**config.mk**
```make
export PLATFORM = sky130hd
export DESIGN_NAME = pipe_hazard_ctrl
export DESIGN_NICKNAME = d
export VERILOG_FILES = /design/src/rtl/pipe_ctrl_pkg.sv /design/src/rtl/hazard_match.sv /design/src/rtl/pipe_hazard_ctrl.sv
export SDC_FILE = /design/constraint.sdc
export NUM_CORES = 1
export LEC_CHECK = 0
export CAP_MARGIN = 20
export CORE_MARGIN = 5
export CORE_UTILIZATION = 57
export DETAILED_ROUTE_END_ITERATION = 6
export HOLD_SLACK_MARGIN = 0.03
export PLACE_DENSITY_LB_ADDON = 0.15
export SYNTH_ARGS = -nofsm -noshare
export SYNTH_HDL_FRONTEND = slang
export SYNTH_SLANG_ARGS = --single-unit
```
**constraint.sdc**
```tcl
create_clock -name clk -period 9.25 [get_ports clk]
set_clock_uncertainty 0.1 [all_clocks]
set_input_delay 2.3125 -clock clk [delete_from_list [all_inputs] [get_ports clk]]
set_output_delay 2.3125 -clock clk [all_outputs]
set_load 0.05 [all_outputs]
```
**src/rtl/pipe_ctrl_pkg.sv**
```systemverilog
// Shared types and widths for the pipeline hazard controller.
//   state_t    : controller state encoding (STARTUP, RUN, MEM_WAIT)
//   REG_IDX_W  : register index width of the ARM-subset core
//   CNT_W      : width of the performance-debug counters
package pipe_ctrl_pkg;

    localparam int REG_IDX_W = 4;
    localparam int CNT_W     = 32;

    typedef enum logic [1:0] {
        STARTUP  = 2'd0,
        RUN      = 2'd1,
        MEM_WAIT = 2'd2
    } state_t;

endpackage

```
**src/rtl/hazard_match.sv**
```systemverilog
// RAW hazard detection between the instruction in ID and the instructions in
// EXE and MEM. Purely combinational.
//   Inputs : ID source indices/valid bits, EXE and MEM destinations with their
//            write-back enables, EXE load flag
//   Outputs: hazard - ID must be held for a cycle
// FORWARD_EN=1: a forwarding unit covers everything except a load in EXE.
// FORWARD_EN=0: any pending write in EXE or MEM to a source register stalls.
module hazard_match
    import pipe_ctrl_pkg::*;
#(
    parameter bit FORWARD_EN = 1'b1
) (
    input  logic [REG_IDX_W-1:0] id_src_1,
    input  logic [REG_IDX_W-1:0] id_src_2,
    input  logic                 id_uses_rn,
    input  logic                 id_two_src,
    input  logic [REG_IDX_W-1:0] exe_dest,
    input  logic                 exe_wb_en,
    input  logic                 exe_mem_r_en,
    input  logic [REG_IDX_W-1:0] mem_dest,
    input  logic                 mem_wb_en,
    output logic                 hazard
);

    logic exe_hit;
    logic mem_hit;

    // Register 0 is an ordinary register here; no zero-register exemption.
    always_comb begin
        exe_hit = exe_wb_en && ((id_uses_rn && (id_src_1 == exe_dest)) ||
                                (id_two_src && (id_src_2 == exe_dest)));
        mem_hit = mem_wb_en && ((id_uses_rn && (id_src_1 == mem_dest)) ||
                                (id_two_src && (id_src_2 == mem_dest)));
        if (FORWARD_EN) begin
            hazard = exe_mem_r_en && exe_hit;
        end else begin
            hazard = exe_hit || mem_hit;
        end
    end

endmodule

```
**src/rtl/pipe_hazard_ctrl.sv**
```systemverilog
// Flush / freeze / global-stall generation for the IF/ID and ID/EX stage
// registers, plus saturating stall and branch-flush counters.
//   Inputs : ID sources, EXE/MEM destinations, taken branch, SRAM handshake,
//            counter clear
//   Outputs: freeze_if, flush_if_id, flush_id_ex, stall_all (Mealy),
//            stall_cnt, flush_cnt (registered), mem_timeout_err (sticky)
//
//   state    | meaning
//   ---------+-------------------------------------------------------------
//   STARTUP  | flush both stage registers for INIT_FLUSH cycles after reset
//   RUN      | normal issue: memory wait > branch flush > hazard stall
//   MEM_WAIT | SRAM busy, whole pipeline held until mem_ready
module pipe_hazard_ctrl
    import pipe_ctrl_pkg::*;
#(
    parameter bit FORWARD_EN  = 1'b1,
    parameter int INIT_FLUSH  = 2,
    parameter int MEM_TIMEOUT = 255
) (
    input  logic                 clk,
    input  logic                 rst,
    input  logic [REG_IDX_W-1:0] id_src_1,
    input  logic [REG_IDX_W-1:0] id_src_2,
    input  logic                 id_uses_rn,
    input  logic                 id_two_src,
    input  logic [REG_IDX_W-1:0] exe_dest,
    input  logic                 exe_wb_en,
    input  logic                 exe_mem_r_en,
    input  logic                 exe_b,
    input  logic [REG_IDX_W-1:0] mem_dest,
    input  logic                 mem_wb_en,
    input  logic                 mem_req,
    input  logic                 mem_ready,
    input  logic                 cnt_clr,
    output logic                 freeze_if,
    output logic                 flush_if_id,
    output logic                 flush_id_ex,
    output logic                 stall_all,
    output logic [CNT_W-1:0]     stall_cnt,
    output logic [CNT_W-1:0]     flush_cnt,
    output logic                 mem_timeout_err
);

    state_t             state_q, state_d;
    logic [3:0]         init_cnt_q, init_cnt_d;
    logic [15:0]        wait_cnt_q, wait_cnt_d;
    logic               err_q, err_d;
    logic [CNT_W-1:0]   stall_cnt_q, stall_cnt_d;
    logic [CNT_W-1:0]   flush_cnt_q, flush_cnt_d;
    logic               hazard;
    logic               run_rules;
    logic               branch_flush;
    logic               stall_inc;

    hazard_match #(.FORWARD_EN(FORWARD_EN)) u_hazard_match (
        .id_src_1     (id_src_1),
        .id_src_2     (id_src_2),
        .id_uses_rn   (id_uses_rn),
        .id_two_src   (id_two_src),
        .exe_dest     (exe_dest),
        .exe_wb_en    (exe_wb_en),
        .exe_mem_r_en (exe_mem_r_en),
        .mem_dest     (mem_dest),
        .mem_wb_en    (mem_wb_en),
        .hazard       (hazard)
    );

    always_comb begin
        state_d      = state_q;
        init_cnt_d   = init_cnt_q;
        wait_cnt_d   = wait_cnt_q;
        err_d        = err_q;
        freeze_if    = 1'b0;
        flush_if_id  = 1'b0;
        flush_id_ex  = 1'b0;
        stall_all    = 1'b0;
        run_rules    = 1'b0;
        branch_flush = 1'b0;

        case (state_q)
            STARTUP: begin
                freeze_if   = 1'b1;
                flush_if_id = 1'b1;
                flush_id_ex = 1'b1;
                init_cnt_d  = init_cnt_q + 4'd1;
                if (init_cnt_d == 4'(INIT_FLUSH)) begin
                    state_d = RUN;
                end
            end
            RUN: begin
                run_rules = 1'b1;
            end
            MEM_WAIT: begin
                if (mem_ready) begin
                    // Ready cycle releases the hold and is treated as RUN.
                    run_rules = 1'b1;
                end else begin
                    stall_all = 1'b1;
                    if (wait_cnt_q != 16'hFFFF) begin
                        wait_cnt_d = wait_cnt_q + 16'd1;
                    end
                    if (wait_cnt_d == 16'(MEM_TIMEOUT)) begin
                        err_d = 1'b1;
                    end
                end
            end
            default: begin
                state_d = STARTUP;
            end
        endcase

        if (run_rules) begin
            state_d = RUN;
            if (mem_req && !mem_ready) begin
                stall_all  = 1'b1;
                wait_cnt_d = '0;
                state_d    = MEM_WAIT;
            end else if (exe_b) begin
                flush_if_id  = 1'b1;
                flush_id_ex  = 1'b1;
                branch_flush = 1'b1;
            end else if (hazard) begin
                freeze_if   = 1'b1;
                flush_id_ex = 1'b1;
            end
        end

        // STARTUP drives freeze_if but is not a performance stall.
        stall_inc = (state_q != STARTUP) && (freeze_if || stall_all);

        if (cnt_clr) begin
            stall_cnt_d = '0;
        end else if (stall_inc && (stall_cnt_q != '1)) begin
            stall_cnt_d = stall_cnt_q + 1'b1;
        end else begin
            stall_cnt_d = stall_cnt_q;
        end

        if (cnt_clr) begin
            flush_cnt_d = '0;
        end else if (branch_flush && (flush_cnt_q != '1)) begin
            flush_cnt_d = flush_cnt_q + 1'b1;
        end else begin
            flush_cnt_d = flush_cnt_q;
        end
    end

    always_ff @(posedge clk or posedge rst) begin
        if (rst) begin
            state_q     <= STARTUP;
            init_cnt_q  <= '0;
            wait_cnt_q  <= '0;
            err_q       <= 1'b0;
            stall_cnt_q <= '0;
            flush_cnt_q <= '0;
        end else begin
            state_q     <= state_d;
            init_cnt_q  <= init_cnt_d;
            wait_cnt_q  <= wait_cnt_d;
            err_q       <= err_d;
            stall_cnt_q <= stall_cnt_d;
            flush_cnt_q <= flush_cnt_d;
        end
    end

    assign stall_cnt       = stall_cnt_q;
    assign flush_cnt       = flush_cnt_q;
    assign mem_timeout_err = err_q;

endmodule
```
==> flow_metrics.env, run 1 <==
export IMPL_pwr_share_clk=0.294
export IMPL_holdBufCountCts=0
export IMPL_seqPwrFrac=0.427
export IMPL_syn_area_per_cell_um2=9.05
export IMPL_critical_path_class="input port to output port"
export IMPL_worst_pin_slew_ps=683
export IMPL_post_cts_buffers=0
export IMPL_die_area_um2=10800
export IMPL_synth_warnings=0
export IMPL_final_util=0.716
export IMPL_cap_violations=0
export IMPL_synth_edf_count=0
export IMPL_nNetsFinal=671
export IMPL_report_final_setup_viol=0
export IMPL_fin_hold_ws_ps=391
export IMPL_status="complete, no violations"
export IMPL_worstRegToRegCells=7
export IMPL_min_period_over_period=0.764
export IMPL_ir_worst_vdd_uv=95.5
export IMPL_vias=4475
export IMPL_routed_wl_um=11900
export IMPL_wl_per_cell_um=15.8
export IMPL_hpwl_um=8310
export IMPL_dr_pass1_iters=4
export IMPL_power_w=0.00100
export IMPL_insertion_delay_ps=360
export IMPL_cts_resized=0
export IMPL_die_h_um=104
export IMPL_grt_remaining_overflow=0
export IMPL_finalHoldViolCount=0
export IMPL_fmax_mhz=141
export IMPL_synth_area_um2=5000
export IMPL_slew_viol_final=0
export IMPL_fin_crit_ps=7070
export IMPL_cts_tree="built"
export IMPL_cts_buffers=9
export IMPL_cts_sinks=87
export IMPL_rsz0062_at_grt="no"
export IMPL_hold_path_class="flop to flop"
export IMPL_startpoint="mem_ready"
export IMPL_htree_levels=3
export IMPL_switching_share=0.338
export IMPL_gp_congestion=0.872
export IMPL_root_buffer="clkbuf_8"
export IMPL_seq_area_frac_synth=0.435
export IMPL_cts_buffer_depth=2
export IMPL_relSlewSlack=0.545
export IMPL_drive_above_1_share=0.0593
export IMPL_path_clk_slew_ps=80
export IMPL_r2r_start="state_q[1]"
export IMPL_area_delta_synth_final_pct=23.7
export IMPL_core_um2=8640
export IMPL_synthArstFlopShare=1.00
export IMPL_portBuffers=90
export IMPL_antenna_cells=0
export IMPL_dp_cells=731
export IMPL_vias_per_cell=5.97
export IMPL_power_density_nw_per_um2=162
export IMPL_setup_tns_final_ps=0
export IMPL_syn_inst=553
export IMPL_holdPathStages=1
export IMPL_initial_utilization=0.579
export IMPL_first_global_vias=4476
export IMPL_antenna_found_initial=0
export IMPL_synthDistinctLibCells=60
export IMPL_min_from="mem_timeout_err"
export IMPL_start_kind="input port"
export IMPL_syn_nets=588
export IMPL_synth_seq_cells=87
export IMPL_p_int_w=0.000665
export IMPL_finalNonFillerCells=749
export IMPL_power_switching_w=0.000339
export IMPL_row_count=34
export IMPL_drc=0
export IMPL_crit_fanout=16
export IMPL_total_leakage_power_nw=2.39
export IMPL_die_width_um=104
export IMPL_pwr_share_comb=0.280
export IMPL_synth_ff_type="dfrtp_1"
export IMPL_postRouteAntennaNets=0
export IMPL_grt_max_degree=88
export IMPL_required_ps=6840
export IMPL_cp_arrival_ps=4660
export IMPL_drt_iter0_markers=226
export IMPL_grt_pass1_wl_um=20800
export IMPL_pin_count=96
export IMPL_end_kind="output port"
export IMPL_grt_util_all_layers=0.222
-- cell usage after synthesis (2+ instances only) --
master / instances / area share
clkbuf_1: 10 / 0.0075
nor4_1: 5 / 0.0063
a21o_1: 2 / 0.0030
ha_1: 8 / 0.020
buf_2: 4 / 0.0040
o21a_1: 3 / 0.0045
o211ai_1: 2 / 0.0030
or2_1: 2 / 0.0025
o211a_1: 3 / 0.0060
nand2_1: 43 / 0.032
xnor2_1: 26 / 0.046
or2_2: 4 / 0.0050
nor4b_1: 2 / 0.0035
and3_1: 7 / 0.0088
or4_1: 14 / 0.021
a31oi_1: 3 / 0.0038
nor4_2: 3 / 0.0075
buf_6: 4 / 0.0090
mux2i_1: 4 / 0.0080
nand3_1: 31 / 0.031
o31ai_1: 15 / 0.023
inv_1: 19 / 0.014
nor3_1: 14 / 0.014
or3_1: 23 / 0.029
a21oi_1: 47 / 0.047
nand2b_1: 3 / 0.0038
o21ai_0: 15 / 0.015
xor2_1: 21 / 0.037
nor2_1: 63 / 0.047
nand4_1: 14 / 0.018
and4_1: 8 / 0.014
and2_1: 4 / 0.0050
o21ai_1: 14 / 0.014
dfrtp_1: 87 / 0.44
-- sequential cells by signal (all words and copies together), names as in the netlist --
| name | count |
|---|---|
| flush_cnt | 32 |
| stall_cnt | 32 |
| wait_cnt_q | 16 |
| init_cnt_q | 4 |
| state_q | 2 |
| mem_timeout_err | 1 |
-- routing by layer --
metal  GRT usage  vias up  part of all wire  routed length (um)
li1            -     2160                 -                   -
met1       0.286     2193              0.44                5180
met2       0.376      106              0.50                5950
met3      0.0448       16             0.045                 530
met4      0.0731        0             0.016                 189
met5           0        -                 0                   0
-- final cells by class --
cell class,count,area [um2]
Clock inverter,4,77.6
Sequential cell,87,2180
Clock buffer,12,145
Fill cell,676,2450
Tap cell,108,135
Timing Repair Buffer,93,951
Inverter,19,72.6
Multi-Input combinational cell,426,2630
-- path summary, 6_finish.rpt --
path / endpoint / slack (ps)
min reg2reg: mem_timeout_err / 390
min: mem_timeout_err / 390
min in group asynchronous: wait_cnt_q[0] / 2150
max: stall_all / 2180
max in group asynchronous: flush_cnt[15] / 6280
max reg2reg: stall_cnt[17] / 6230
-- logic make-up (layout without fill, tap and decap cells) --
| family | after synthesis | in the layout | synth area share |
|---|---|---|---|
| AO/OA/AOI/OAI | 114 | 114 | 0.140 |
| AND/OR/NAND/NOR | 253 | 253 | 0.276 |
| flip-flops | 87 | 87 | 0.435 |
| multiplexers | 4 | 4 | 0.00800 |
| buffers and inverters | 40 | 128 | 0.0395 |
| XOR/XNOR | 47 | 47 | 0.0823 |
| adder cells (fa/ha/maj) | 8 | 8 | 0.0200 |
-- cell usage in the layout (no fill, tap or decap), types with 15 or more instances in the layout --
master / instances
xor2_1: 21
or3_1: 23
nand2_1: 43
dfrtp_1: 87
xnor2_1: 26
nand3_1: 31
clkdlybuf4s50_1: 89
a21oi_1: 47
nor2_1: 63
o21ai_0: 15
o31ai_1: 15
inv_1: 18
-- worst max-delay path, stage by stage --
cell and delay, ps:
clkdlybuf4s50_1 490, and4b_1 690, nor2_1 220, inv_1 120, clkdlybuf4s50_1 810
-- metrics by stage --
step / area [um2] / setup WS [ps]
2_1_floorplan: 5000 / 2790
3_3_place_gp: 5920 / 2260
3_5_place_dp: 5920 / 2190
4_1_cts: 6140 / 2180
5_1_grt: 6190 / 2050
6_report: 6190 / 2180
-- power by group through the flow --
| stage | registers (W) | logic, W | clock network, W |
|---|---|---|---|
| floorplan | 0.000438 | 0.000204 | 0 |
| global placement | 0.000433 | 0.000268 | 0 |
| detailed placement | 0.000435 | 0.000279 | 0 |
| CTS | 0.000428 | 0.000280 | 0.000300 |
| global route | 0.000432 | 0.000310 | 0.000316 |
| finish | 0.000428 | 0.000281 | 0.000295 |
No activity file was read; power rests on OpenSTA's default activity.
==> inputs of run 2 (changes only) <==
--- a/config.mk
+++ b/config.mk
@@ -7,7 +7,7 @@
 export LEC_CHECK = 0
 export CAP_MARGIN = 20
 export CORE_MARGIN = 5
-export CORE_UTILIZATION = 57
+export CORE_UTILIZATION = 48
 export DETAILED_ROUTE_END_ITERATION = 6
 export HOLD_SLACK_MARGIN = 0.03
 export PLACE_DENSITY_LB_ADDON = 0.15
==> constraint.sdc (replaced) <==
create_clock -name clk -period 5.96 [get_ports clk]
set_clock_uncertainty 0.1 [all_clocks]
set_input_delay 1.49 -clock clk [delete_from_list [all_inputs] [get_ports clk]]
set_output_delay 1.49 -clock clk [all_outputs]
set_load 0.05 [all_outputs]
==> flow_metrics.env, run 2 (synthesized netlist as in run 1, its figures left out) <==
export IMPL_gp_congestion=0.837
export IMPL_finalHoldViolCount=0
export IMPL_cts_sinks=87
export IMPL_fin_crit_ps=5300
export IMPL_grt_pass1_wl_um=20600
export IMPL_insertion_delay_ps=350
export IMPL_vias_per_cell=5.76
export IMPL_holdBufCountCts=0
export IMPL_mostFrequentLayoutCell="clkdlybuf4s50_1"
export IMPL_initial_utilization=0.489
export IMPL_ir_worst_vdd_uv=140
export IMPL_dr_pass1_iters=4
export IMPL_startpoint="mem_ready"
export IMPL_critical_path_class="input port to output port"
export IMPL_cp_arrival_ps=3710
export IMPL_die_area_um2=12600
export IMPL_setup_tns_final_ps=0
export IMPL_htree_levels=3
export IMPL_row_count=37
export IMPL_vias=4472
export IMPL_status="complete, no violations"
export IMPL_cp_cell_sequence="clkdlybuf4s50_1 > o21a_1 > o21ai_1 > nor3_1 > o21ai_1 > nand2b_1 > clkdlybuf4s50_1"
export IMPL_routed_wl_um=12300
export IMPL_cts_tree="built"
export IMPL_power_w=0.00151
export IMPL_required_ps=4370
export IMPL_area_delta_synth_final_pct=23.3
export IMPL_drt_iter0_markers=260
export IMPL_nNetsFinal=671
export IMPL_end_kind="output port"
export IMPL_crit_cells=7
export IMPL_report_final_setup_viol=0
export IMPL_grt_util_all_layers=0.195
export IMPL_critPathBufInv=2
export IMPL_seqPwrFrac=0.440
export IMPL_power_switching_w=0.000521
export IMPL_cts_buffer_depth=2
export IMPL_power_density_nw_per_um2=244
export IMPL_path_clk_slew_ps=80
export IMPL_cp_slowest_cell="clkdlybuf4s50_1"
export IMPL_die_width_um=112
export IMPL_r2r_end="stall_cnt[17]"
export IMPL_portBuffers=90
export IMPL_relSlewSlack=0.400
export IMPL_slew_viol_final=0
export IMPL_final_cell_mix="clkdlybuf4s50_1, dfrtp_1, nor2_1"
export IMPL_cts_buffers=9
export IMPL_worst_pin_slew_ps=899
export IMPL_cts_resized=0
export IMPL_critPathCapture="freeze_if"
export IMPL_core_um2=10200
export IMPL_fmax_mhz=189
export IMPL_cap_violations=0
export IMPL_antenna_found_initial=0
export IMPL_postRouteAntennaNets=0
export IMPL_min_period_over_period=0.889
export IMPL_r2r_start="stall_cnt[0]"
export IMPL_cpLargestDelayFamily="buffers and inverters"
export IMPL_pwr_share_comb=0.288
export IMPL_switching_share=0.346
export IMPL_start_kind="input port"
export IMPL_post_cts_buffers=0
export IMPL_ff2ff_setup_slack_ps=3140
export IMPL_root_buffer="clkbuf_8"
export IMPL_crit_fanout=6
export IMPL_die_h_um=112
export IMPL_wl_per_cell_um=15.8
export IMPL_hold_path_class="flop to flop"
export IMPL_worstRegToRegCells=7
export IMPL_p_int_w=0.000987
export IMPL_antenna_cells=0
export IMPL_pwr_share_clk=0.272
export IMPL_rsz0062_at_grt="no"
export IMPL_grt_max_degree=55
export IMPL_drive_above_1_share=0.0577
export IMPL_pin_count=96
export IMPL_total_leakage_power_nw=2.37
export IMPL_slowest_delay_ps=820
export IMPL_grt_remaining_overflow=0
export IMPL_drc=0
export IMPL_hpwl_um=8620
export IMPL_first_global_vias=4351
-- run 2: cell type report --
cell class | count | area, um2
Fill cell | 933 | 4060
Multi-Input combinational cell | 426 | 2630
Tap cell | 136 | 170
Clock buffer | 13 | 149
Clock inverter | 3 | 42.5
Sequential cell | 87 | 2180
Inverter | 19 | 72.6
Timing Repair Buffer | 93 | 931
-- run 2: how the worst min path moves through the flow --
stage                     from              end  slack (ps)  cells after the start
5_1_grt          init_cnt_q[3]    init_cnt_q[3]         430                      1
3_5_place_dp     init_cnt_q[3]    init_cnt_q[3]         400                      1
2_1_floorplan    init_cnt_q[3]    init_cnt_q[3]         370                      1
4_1_cts          init_cnt_q[3]    init_cnt_q[3]         420                      1
6_report         init_cnt_q[3]    init_cnt_q[3]         410                      1
3_3_place_gp   mem_timeout_err  mem_timeout_err         370                      1
-- run 2: per-layer routing --
| layer | up-vias | GRT usage | part of all wire |
|---|---|---|---|
| li1 | 2147 | - | - |
| met5 | - | 0 | 0 |
| met3 | 14 | 0.0420 | 0.045 |
| met2 | 109 | 0.331 | 0.49 |
| met4 | 0 | 0.0657 | 0.015 |
| met1 | 2202 | 0.249 | 0.45 |
-- run 2: through the flow --
| step | util | cells | setup WS, ps | hold WS [ps] | instance area (um2) |
|---|---|---|---|---|---|
| floorplan | - | 553 | 1140 | 367 | 5000 |
| global placement | 0.582 | 760 | 677 | 374 | 5960 |
| detailed placement | 0.584 | 761 | 672 | 400 | 5980 |
| CTS | 0.603 | 777 | 659 | 421 | 6170 |
| global route | 0.603 | 777 | 511 | 434 | 6170 |
| finish | 0.603 | 777 | 659 | 405 | 6170 |
-- run 2: power by group through the flow --
stage | Sequential (W) | Combinational [W] | Clock (W)
after floorplan | 0.000680 | 0.000317 | 0
after global placement | 0.000673 | 0.000424 | 0
after detailed placement | 0.000675 | 0.000436 | 0
after CTS | 0.000663 | 0.000439 | 0.000421
after global routing | 0.000670 | 0.000480 | 0.000445
final | 0.000663 | 0.000435 | 0.000410
==> inputs of run 3 (changes only) <==
--- a/config.mk
+++ b/config.mk
@@ -7,10 +7,11 @@
 export LEC_CHECK = 0
 export CAP_MARGIN = 20
 export CORE_MARGIN = 5
-export CORE_UTILIZATION = 48
+export CORE_UTILIZATION = 40
 export DETAILED_ROUTE_END_ITERATION = 6
 export HOLD_SLACK_MARGIN = 0.03
 export PLACE_DENSITY_LB_ADDON = 0.15
+export REMOVE_ABC_BUFFERS = 1
 export SYNTH_ARGS = -nofsm -noshare
 export SYNTH_HDL_FRONTEND = slang
 export SYNTH_SLANG_ARGS = --single-unit
==> flow_metrics.env, run 3 (synthesized netlist as in run 1, its figures left out) <==
export IMPL_cts_buffer_depth=2
export IMPL_cts_sinks=87
export IMPL_power_density_nw_per_um2=263
export IMPL_vias=4406
export IMPL_relSlewSlack=0.522
export IMPL_fmax_mhz=188
export IMPL_grt_remaining_overflow=0
export IMPL_postRouteAntennaNets=0
export IMPL_hpwl_um=8620
export IMPL_path_clk_slew_ps=60
export IMPL_area_delta_synth_final_pct=26.2
export IMPL_drc=0
export IMPL_slew_viol_final=0
export IMPL_drive_above_1_share=0.0609
export IMPL_drt_iter0_markers=239
export IMPL_row_count=40
export IMPL_die_width_um=122
export IMPL_finalHoldViolCount=0
export IMPL_htree_levels=3
export IMPL_die_h_um=122
export IMPL_fin_crit_ps=5320
export IMPL_min_period_over_period=0.892
export IMPL_cts_resized=0
export IMPL_wl_per_cell_um=15.2
export IMPL_grt_max_degree=65
export IMPL_cts_tree="built"
export IMPL_start_kind="input port"
export IMPL_crit_fanout=6
export IMPL_die_area_um2=14800
export IMPL_gp_congestion=0.832
export IMPL_hold_path_class="flop to flop"
export IMPL_grt_util_all_layers=0.169
export IMPL_required_ps=4370
export IMPL_final_util=0.519
export IMPL_setup_tns_final_ps=0
export IMPL_vias_per_cell=5.45
export IMPL_rsz0062_at_grt="no"
export IMPL_first_global_vias=4227
export IMPL_total_leakage_power_nw=2.42
export IMPL_critical_path_class="input port to output port"
export IMPL_core_um2=12200
export IMPL_holdBufCountCts=0
export IMPL_antenna_found_initial=0
export IMPL_ir_worst_vdd_uv=170
export IMPL_pin_count=96
export IMPL_worst_pin_slew_ps=717
export IMPL_nNetsFinal=672
export IMPL_root_buffer="clkbuf_16"
export IMPL_post_cts_buffers=0
export IMPL_routed_wl_um=12200
export IMPL_portBuffers=90
export IMPL_initial_utilization=0.411
export IMPL_report_final_setup_viol=0
export IMPL_cp_arrival_ps=3730
export IMPL_cap_violations=0
export IMPL_grt_pass1_wl_um=20300
export IMPL_mostFrequentLayoutCell="clkdlybuf4s50_1"
export IMPL_insertion_delay_ps=350
export IMPL_dr_pass1_iters=4
export IMPL_end_kind="output port"
export IMPL_antenna_cells=0
export IMPL_status="complete, no violations"
export IMPL_cts_buffers=9
export IMPL_final_cell_mix="clkdlybuf4s50_1, dfrtp_1, nor2_1"
run 3: metal layers:
layer  part of all wire  vias to the layer above  wire [um]  global-route usage
li1                   -                     2159          -                   -
met1               0.45                     2147       5550               0.211
met2               0.48                       85       5830               0.284
met3              0.056                       15        686              0.0432
met4              0.014                        0        172              0.0588
met5                  0                        -          0                   0
run 3: area by class of cell:
class,count,area [um2]
timing repair buffer,94,938
sequential,87,2180
clock inverter,4,47.5
tap,168,210
fill,1163,5850
multi-input combinational,426,2630
inverter,19,72.6
clock buffer,10,239
run 3: worst max-delay path: stages:
cell	delay [ps]
clkdlybuf4s50_1	560
o21a_1	190
o21ai_1	110
nor3_1	190
o21ai_1	200
nand2b_1	160
clkdlybuf4s50_1	810
run 3: worst paths after layout:
check,start,end,slack [ps],cells after the start
min,mem_timeout_err,mem_timeout_err,380,1
min reg2reg,mem_timeout_err,mem_timeout_err,380,1
max reg2reg,stall_cnt[0],stall_cnt[17],3120,7
max,mem_ready,freeze_if,640,7
min in group asynchronous,rst,wait_cnt_q[11],1380,2
max in group asynchronous,rst,wait_cnt_q[3],3590,3
run 3: report_power, final:
group	total [W]	internal (W)	switching (W)	leakage, nW
Combinational	0.000437	0.000158	0.000279	1.08
Clock	0.000561	0.000330	0.000231	0.140
Sequential	0.000663	0.000624	0.0000391	1.20
Total	0.00166	0.00111	0.000549	2.42
run 3: stage by stage:
stage | total power, W | hold slack (ps) | std cells | cell area [um2] | setup slack (ps)
floorplan | 0.000973 | 367 | 532 | 4880 | 1140
global placement | 0.00110 | 376 | 793 | 6010 | 614
CTS | 0.00168 | 387 | 807 | 6290 | 604
finish | 0.00166 | 381 | 808 | 6310 | 641
global route | 0.00174 | 406 | 808 | 6310 | 520
detailed placement | 0.00111 | 366 | 793 | 6010 | 615
